`src/rtl/imem_pkg.sv`:
```
// rtl/imem_pkg.sv - shared constants and types for the instruction store
package imem_pkg;

   localparam logic [15:0] NOP_DEFAULT = 16'h0800;

   typedef enum logic {
      INIT = 1'b0,
      RUN  = 1'b1
   } imem_state_t;

   // Opcode field layout shared with the decoder
   localparam int          OPC_HI = 15;
   localparam int          OPC_LO = 11;
   localparam logic [4:0]  OP_NOP = 5'b00001;

   function automatic logic [4:0] opcode_of(input logic [15:0] word);
      return word[OPC_HI:OPC_LO];
   endfunction

endpackage

```
`src/rtl/imem_array.sv`:
```
// rtl/imem_array.sv - instruction storage, synchronous write and combinational read
module imem_array #(
   parameter int DATA_W = 16,
   parameter int DEPTH  = 64,
   parameter int AW     = (DEPTH > 1) ? $clog2(DEPTH) : 1
) (
   input  logic              clk,
   input  logic              we,
   input  logic [AW-1:0]     waddr,
   input  logic [DATA_W-1:0] wdata,
   input  logic [AW-1:0]     raddr,
   output logic [DATA_W-1:0] rdata
);

   logic [DATA_W-1:0] mem [DEPTH];

   always_ff @(posedge clk) begin
      if (we) begin
         mem[waddr] <= wdata;
      end
   end

   assign rdata = mem[raddr];

endmodule

```
`src/rtl/instruction_store.sv`:
```
// rtl/instruction_store.sv - writable instruction memory with init clear, loader port and fetch register
module instruction_store
   import imem_pkg::*;
#(
   parameter int                DATA_W     = 16,
   parameter int                DEPTH      = 64,
   parameter int                PC_W       = 16,
   parameter int                ADDR_SHIFT = 2,
   parameter logic [DATA_W-1:0] NOP_WORD   = NOP_DEFAULT
) (
   input  logic              clk,
   input  logic              rst,
   input  logic [PC_W-1:0]   pc,
   input  logic              fetch_en,
   input  logic              stall,
   input  logic              flush,
   output logic [DATA_W-1:0] instr,
   output logic              instr_valid,
   input  logic              wr_en,
   input  logic [PC_W-1:0]   wr_addr,
   input  logic [DATA_W-1:0] wr_data,
   output logic              wr_ready,
   output logic              busy
);

   localparam int              AW       = (DEPTH > 1) ? $clog2(DEPTH) : 1;
   localparam logic [PC_W-1:0] DEPTH_PC = PC_W'(DEPTH);

   imem_state_t       state;
   logic [AW-1:0]     counter;
   logic [AW:0]       hi_water;

   logic [PC_W-1:0]   idx;
   logic              wr_store;
   logic [AW:0]       wr_top;
   logic [AW:0]       hi_eff;
   logic              fetch_acc;
   logic              fetch_in_range;
   logic              bypass;
   logic [DATA_W-1:0] fetch_word;

   logic              a_we;
   logic [AW-1:0]     a_waddr;
   logic [DATA_W-1:0] a_wdata;
   logic [DATA_W-1:0] rd_data;

   assign idx      = pc >> ADDR_SHIFT;
   assign wr_store = wr_en && wr_ready && (wr_addr < DEPTH_PC);
   assign wr_top   = {1'b0, wr_addr[AW-1:0]} + (AW+1)'(1);
   // The range check sees this cycle's write so a bypassed word is not masked to NOP
   assign hi_eff   = (wr_store && (wr_top > hi_water)) ? wr_top : hi_water;

   assign fetch_acc      = (state == RUN) && fetch_en && !stall && !flush;
   assign fetch_in_range = (idx < DEPTH_PC) && (idx < PC_W'(hi_eff));
   assign bypass         = wr_store && (wr_addr == idx);

   always_comb begin
      fetch_word = NOP_WORD;
      if (fetch_in_range) begin
         fetch_word = bypass ? wr_data : rd_data;
      end
   end

   assign a_we    = !rst && ((state == INIT) || wr_store);
   assign a_waddr = (state == INIT) ? counter  : wr_addr[AW-1:0];
   assign a_wdata = (state == INIT) ? NOP_WORD : wr_data;

   imem_array #(
      .DATA_W (DATA_W),
      .DEPTH  (DEPTH),
      .AW     (AW)
   ) u_array (
      .clk   (clk),
      .we    (a_we),
      .waddr (a_waddr),
      .wdata (a_wdata),
      .raddr (idx[AW-1:0]),
      .rdata (rd_data)
   );

   always_ff @(posedge clk) begin
      if (rst) begin
         state    <= INIT;
         counter  <= '0;
         hi_water <= '0;
         busy     <= 1'b1;
         wr_ready <= 1'b0;
      end else begin
         case (state)
            INIT: begin
               counter <= counter + AW'(1);
               if (counter == AW'(DEPTH - 1)) begin
                  state    <= RUN;
                  busy     <= 1'b0;
                  wr_ready <= 1'b1;
               end
            end
            RUN: begin
               if (wr_store) begin
                  hi_water <= hi_eff;
               end
            end
            default: state <= INIT;
         endcase
      end
   end

   always_ff @(posedge clk) begin
      if (rst) begin
         instr       <= NOP_WORD;
         instr_valid <= 1'b0;
      end else if (flush) begin
         instr       <= NOP_WORD;
         instr_valid <= 1'b0;
      end else if (stall) begin
         instr       <= instr;
         instr_valid <= instr_valid;
      end else if (fetch_acc) begin
         instr       <= fetch_word;
         instr_valid <= 1'b1;
      end else begin
         instr_valid <= 1'b0;
      end
   end

endmodule

```
`config.mk`:
```
export PLATFORM = sky130hd
export DESIGN_NAME = instruction_store
export DESIGN_NICKNAME = d
export VERILOG_FILES = /design/src/rtl/imem_pkg.sv /design/src/rtl/imem_array.sv /design/src/rtl/instruction_store.sv
export SDC_FILE = /design/constraint.sdc
export NUM_CORES = 1
export LEC_CHECK = 0
export ABC_AREA = 1
export BUFFER_PORTS_ARGS = -buffer_cell sky130_fd_sc_hd__clkbuf_2
export CELL_PAD_IN_SITES_DETAIL_PLACEMENT = 0
export CELL_PAD_IN_SITES_GLOBAL_PLACEMENT = 1
export CORE_MARGIN = 2
export CORE_UTILIZATION = 50
export DETAILED_ROUTE_END_ITERATION = 7
export PLACE_DENSITY_LB_ADDON = 0.1
export SLEW_MARGIN = 0
export SYNTH_ARGS = -nofsm -noshare
export SYNTH_HDL_FRONTEND = slang
export SYNTH_HIERARCHICAL = 1
export SYNTH_SLANG_ARGS = --single-unit
```
`constraint.sdc`:
```
create_clock -name clk -period 6.8 [get_ports clk]
set_input_delay 1.36 -clock clk [delete_from_list [all_inputs] [get_ports clk]]
set_output_delay 1.36 -clock clk [all_outputs]
set_load 0.01 [all_outputs]
```
=== Word-level counts from Yosys, hierarchy flattened ===
Memories as Yosys holds them, arrays and structs flattened.
Index checks and enable logic that the tools add are counted.

* Bitwise gates (word level): 2
* Muxes and demuxes: 10
* Reductions and logical operators: 17
* Add/sub/neg operators: 2
* Equal/unequal tests: 2
* Magnitude comparators: 4

{| class="wikitable"
|+ Operator list
! operator !! number
|-
| 16-bit 2-to-1 mux || 3
|-
| 16-bit by 14-bit equality test with 1-bit output || 1
|-
| 16-bit by 7-bit < comparator with 1-bit output, second input constant || 1
|-
| 14-bit by 7-bit < comparator with 1-bit output || 1
|-
| 14-bit by 7-bit < comparator with 1-bit output, second input constant || 1
|-
| 1-bit logical AND || 9
|-
| 6-bit by 1-bit adder with 7-bit output, second input constant || 1
|-
| 7-bit greater-than comparator || 1
|-
| 7-bit 2-to-1 mux || 1
|-
| 6-bit by 1-bit adder with 6-bit output, second input constant || 1
|-
| 6-bit equality test, second input constant || 1
|-
| 6-bit 2-to-1 mux || 1
|-
| 2-bit AND reduction || 3
|-
| 1-bit 2-to-1 mux || 5
|-
| 1-bit logical NOT || 3
|-
| 1-bit inverter || 2
|-
| 2-bit OR reduction || 1
|-
| 1-bit logical OR || 1
|}

* Logic and storage cells: 45
* Memories: 1
* Flip-flop bits (word level): 33
* Input bits: 54
* RAM bits: 1024
* Output and inout bits: 19

{| class="wikitable"
|+ Memory list
! memory !! depth !! width !! read ports !! clocked after memory_dff !! write ports !! line !! source
|-
| u_array.mem || 64 || 16 || 1 || 0 || 1 || imem_array.sv:15 || <nowiki>logic [DATA_W-1:0] mem [DEPTH];</nowiki>
|}

=== Depth between registers and ports, before layout ===
* Depth in word-level cells: 7
* Mapped depth: 23
* Gate-level depth less buffers: 23

=== Cells and area by module ===
Netlist, hierarchy kept.

{| class="wikitable"
|+ Modules (own cells, without submodules)
! module !! cells an instance !! area an instance (sq um) !! seq. area each (sq um) !! times used
|-
| imem_array || 3501 || 41778.8 || 30749.5 || 1
|-
| instruction_store || 431 || 2713.9 || 660.6 || 1
|}

=== Worst setup path before layout ===
OpenSTA, ideal clock, no wires.

* Path type: input to register
* From: in wr_addr[15]
* To: mem u_array.mem[48][0] (enable)
* Required time: 6.369 ns
* Setup time: 0.431 ns
* Cell stages on the path: 8
* Setup slack: 2.395 ns
* Path buffers: 1
* Data arrival time: 3.975 ns
* Cell sequence: inv_1 nand2_1 nor2_4 nand3_4 a21oi_1 clkbuf_1 nand4_1 nor4_1

* Cells in the longest elaborated chain, start to end: 6

{| class="wikitable"
|+ Ends and longest elaborated chain
! element !! line !! source
|-
| from (decl) || instruction_store.sv:20 || <nowiki>input logic [PC_W-1:0] wr_addr,</nowiki>
|-
| 16-bit by 7-bit < comparator with 1-bit output || instruction_store.sv:48 || <nowiki>assign wr_store = wr_en && wr_ready && (wr_addr < DEPTH_PC);</nowiki>
|-
| 1-bit logical AND || instruction_store.sv:48 ||
|-
| 1-bit logical OR || instruction_store.sv:64 || <nowiki>assign a_we = !rst && ((state == INIT) || wr_store);</nowiki>
|-
| 1-bit logical AND || instruction_store.sv:64 ||
|-
| net a_we || instruction_store.sv:42 || <nowiki>logic a_we;</nowiki>
|-
| 1-bit 2-to-1 mux || imem_array.sv:18 || <nowiki>if (we) begin</nowiki>
|-
| 1-bit 2-to-1 mux (implied by the code) || imem_array.sv:19 || <nowiki>mem[waddr] <= wdata;</nowiki>
|-
| to (decl) || imem_array.sv:15 ||
|}

The timed path passes the listed nets, and every way through them passes these cells.

=== Worst setup path after layout ===
* From: in wr_addr[0]
* To: reg instr[11]

* Cells in the longest elaborated chain, start to end: 7
* Elaborated cells on any way between the ends: 12
* Those cells by class: 1 x add/sub; 3 x order compare; 1 x eq/ne; 3 x mux; 4 x reduce/logical

{| class="wikitable"
|+ Ends and longest elaborated chain
! element !! line !! source
|-
| 6-bit by 1-bit adder with 7-bit output or 16-bit by 7-bit < comparator with 1-bit output (tied branches) || instruction_store.sv:49, instruction_store.sv:48 ||
|-
| 7-bit greater-than comparator or 1-bit logical AND (tied branches) || instruction_store.sv:51, instruction_store.sv:48 ||
|-
| 1-bit logical AND || instruction_store.sv:51 || <nowiki>assign hi_eff = (wr_store && (wr_top > hi_water)) ? wr_top : hi_water;</nowiki>
|-
| 7-bit 2-to-1 mux || instruction_store.sv:51 ||
|-
| 14-bit by 7-bit < comparator with 1-bit output || instruction_store.sv:54 || <nowiki>assign fetch_in_range = (idx < DEPTH_PC) && (idx < PC_W'(hi_eff));</nowiki>
|-
| 1-bit logical AND || instruction_store.sv:54 ||
|-
| 16-bit 2-to-1 mux * || instruction_store.sv:59 || <nowiki>if (fetch_in_range) begin</nowiki>
|-
| to (signal assigned) || instruction_store.sv:116 || <nowiki>instr <= instr;</nowiki>
|-
| to (signal assigned) || instruction_store.sv:119 || <nowiki>instr <= fetch_word;</nowiki>
|-
| to (decl) || instruction_store.sv:17 || <nowiki>output logic [DATA_W-1:0] instr,</nowiki>
|}

Mark *: on every way between the ends. The rest lies on a longest branch, timed or not.
A chain may end at the register's enable or synchronous reset.

==> results.py <==
metrics = {
    "status": {
        "outcome": "complete, no violations",
    },
    "pwr": {
        "power.switching_w": 0.00297,
        "leakage_nw": 18.5,
        "intPower_w": 0.0105,
        "clkPwrFrac_pct": 42.0,
        "p_per_area_mw_per_mm2": 273,
        "power_frac_comb_pct": 5.5,
        "seqPwrFrac_pct": 52.6,
        "swShare_pct": 22.1,
        "peakVddDrop_mv": 0.215,
    },
    "floorplanning": {
        "die-area_sq_mm": 0.0914,
        "ios": 73,
        "core_area_sq_mm": 0.0882,
        "die_h_microns": 302,
        "initial_core_util_pct": 50.4,
        "fp.dieW_microns": 302,
        "fp-row-count": 109,
    },
    "clock_tree": {
        "cts_tree": "done",
        "insertion_delay_ps": 690,
        "clk_transition_reported_paths_ps": 60,
        "postCtsHoldBufs": 0,
        "clock_path_buffers": 3,
        "cts-resized-gates": 0,
        "cts_max_level": 3,
        "post_cts_buffers": 0,
        "cts_made_buffers": 109,
        "clkSinkCount": 1057,
        "root_buffer": "clkbuf_16",
    },
    "synth": {
        "ys_seq_area_share_pct": 70.6,
        "syn_area_sq_mm": 0.0445,
        "synth_edf_count": 1024,
        "syn-mean-instance-area_sq_um": 11.3,
        "yosysTopAreaCellShare_pct": 69.1,
        "synth.distinct_cells": 41,
        "synth-main-ff-cell": "edfxtp_1",
        "yosys-top-cells-area": "edfxtp_1 69%, nand2_1 12%, nand3_1 10%",
        "synth_nets": 4001,
        "ys_top_cells_by_count": "1399 x nand2_1, 1024 x edfxtp_1, 888 x nand3_1, 116 x buf_2, 110 x nor2_1",
        "synth_largest_area_cell": "edfxtp_1",
        "ys_ff_latch": 1057,
        "yosys_warnings": 6,
        "async_reset_ff_share_pct": 0,
        "synth_most_common_cell": "nand2_1",
        "synthCells": 3932,
    },
    "cells_and_area": {
        "area_growth_syn_to_layout_pct": 10.4,
        "final_core_util_pct": 55.7,
        "final_cells": 5231,
        "nNetsFinal": 4052,
        "n_antenna_cell": 0,
        "post_route_cells_drive_above_1_share_pct": 9.71,
    },
    "route": {
        "vias_per_cell": 5.54,
        "drt_pre_antenna_iters": 5,
        "ant_nets": 0,
        "routed_wl_microns": 118000,
        "drtIter0Drc": 2905,
        "num_vias": 29004,
        "wl_per_cell_microns": 22.6,
        "drc": 0,
    },
    "worst_setup_path": {
        "crit_type": "input port to flop",
        "cpMostUsedCell": "nand2_1",
        "crit_path_end_kind": "flop",
        "cp_cell_sequence": "clkbuf_2 -> ha_1 -> nand3_1 -> nor3b_1 -> ha_1 -> nand2_1 -> a21oi_1 -> nor2_1 -> nand2_1 -> nand2_2 -> inv_2 -> nor2_1 -> a21oi_1 -> ha_1 -> or4_4 -> nor4_4 -> nand3_1 -> nand2_1 -> nand2_1",
        "path_buf_inv": 2,
        "max_stage_delay_ps": 880,
        "cp.arrival_ps": 5050,
        "crit_fanout": 16,
        "critPathRequiredTime_ps": 7390,
        "crit_family": "simple AND/OR/NAND/NOR gates",
        "crit_slowest_cell": "nor4_4",
        "worst_setup_path_start_kind": "input port",
    },
    "timing": {
        "fin_crit_ps": 4460,
        "worstMarginPinSlew_ps": 1320,
        "clock.fmax_mhz": 224,
        "worst_slack_ps": 2340,
        "maxSlewViolCount": 0,
        "slew_headroom_pct": 12.1,
        "hold-worst-slack_ps": 454,
        "clock_skew_ps": 38.7,
        "setup_tns_ps": 0,
        "hold_viol": 0,
        "setup_viol": 0,
        "min_period_over_period_pct": 65.6,
        "rsz0062_at_grt": "no",
    },
    "placement": {
        "dp_hpwl_microns": 61800,
        "buffer_ports.inserted": 70,
        "gp_congestion": 0.826,
        "dp_worst_setup_slack_ps": 1650,
        "post-place-cells": 5037,
    },
    "global_route": {
        "grt_max_degree": 261,
        "grt_pass1_wl_microns": 175000,
        "antenna_found_initial": 0,
        "grt_pass1_vias": 27226,
        "grt_usage_pct": 26.1,
        "overflow": 0,
    },
    "hold_path": {
        "hold_path_class": "flop to flop",
    },
    "flow_run": {
        "maxCapViolCount": 0,
    },
}
[registers in the layout, summed over array words and instances, names as in the netlist]
signal	count
counter	6
wr_ready	1
u_array/mem	1024
state	1
instr_valid	1
hi_water	7
busy	1
instr	16
[kinds of logic after synthesis]
family,after synthesis,synth area share [%]
and+or+nand+nor,2457,23.8
buffers and inverters,334,4.23
DFF,1057,70.6
adders and majority gates,15,0.422
AOI/OAI and AO/OA,56,0.734
xor gates and xnor gates,13,0.256
[tightest hold or removal path, cell delays in order (launching register included)]
cell	delay (ps)
dfxtp_1	310
nand2_1	60
nand2_1	40
[power by group through the flow]
stage,clock (W),combinational [W],sequential (W)
after floorplan,0,0.000493,0.00719
after global placement,0,0.000731,0.00719
after detailed placement,0,0.000734,0.00720
after CTS,0.00571,0.000735,0.00706
after global routing,0.00597,0.000810,0.00706
final,0.00564,0.000736,0.00706
[final cells by class]
cell class / instances / area, sq um
multi-input combinational: 2541 / 11300
tap: 1165 / 1460
timing repair buffer: 180 / 1300
inverter: 94 / 380
clock inverter: 51 / 380
fill: 7503 / 39100
clock buffer: 143 / 2950
sequential: 1057 / 31400
[final timing paths]
kind         startpoint                   to  slack, ps  cells past startpoint
max          wr_addr[0]            instr[11]       2340                     19
min reg2reg        busy                 busy        450                      2
max reg2reg       state  u_array/mem[33][14]       3270                      7
min                busy                 busy        450                      2
[cell usage in the layout, fill, tap and decap left out, types with 2 or more instances in the layout]
cell type,instances
buf_4,102
dfxtp_1,33
clkinv_2,15
nor2_1,107
clkbuf_8,5
nor4_2,8
nand3b_1,2
edfxtp_1,1024
ha_1,15
nand3_2,10
nor3_1,9
o22ai_1,2
or2_2,2
clkinv_1,26
clkbuf_16,111
nand2_1,1399
nor2_2,3
buf_12,8
clkbuf_1,27
nand4_1,12
o21ai_1,2
buf_8,2
nand2_2,4
xnor2_1,6
clkinv_8,2
xor2_1,7
bufinv_16,5
o21ai_0,9
a21oi_1,31
nand3_1,888
clkbuf_2,66
nor2_4,4
a21oi_2,10
inv_2,24
inv_6,2
inv_1,66
[routing by layer]
metal | global-route usage (%) | wire length, microns | up-vias
met1 | 37.9 | 52400 | 14206
li1 | - | - | 13779
met3 | 4.12 | 8130 | 152
met5 | 0 | 0 | -
met2 | 41.0 | 54900 | 867
met4 | 7.25 | 3000 | 0
[per-stage QoR]
| stage | power, W | instance area (sq um) |
|---|---|---|
| after detailed placement | 0.00793 | 45800 |
| after global placement | 0.00793 | 45800 |
| after global routing | 0.0138 | 49100 |
| final | 0.0134 | 49100 |
| after floorplan | 0.00769 | 44500 |
| after CTS | 0.0135 | 49100 |
No activity file was read; power rests on OpenSTA's default activity.
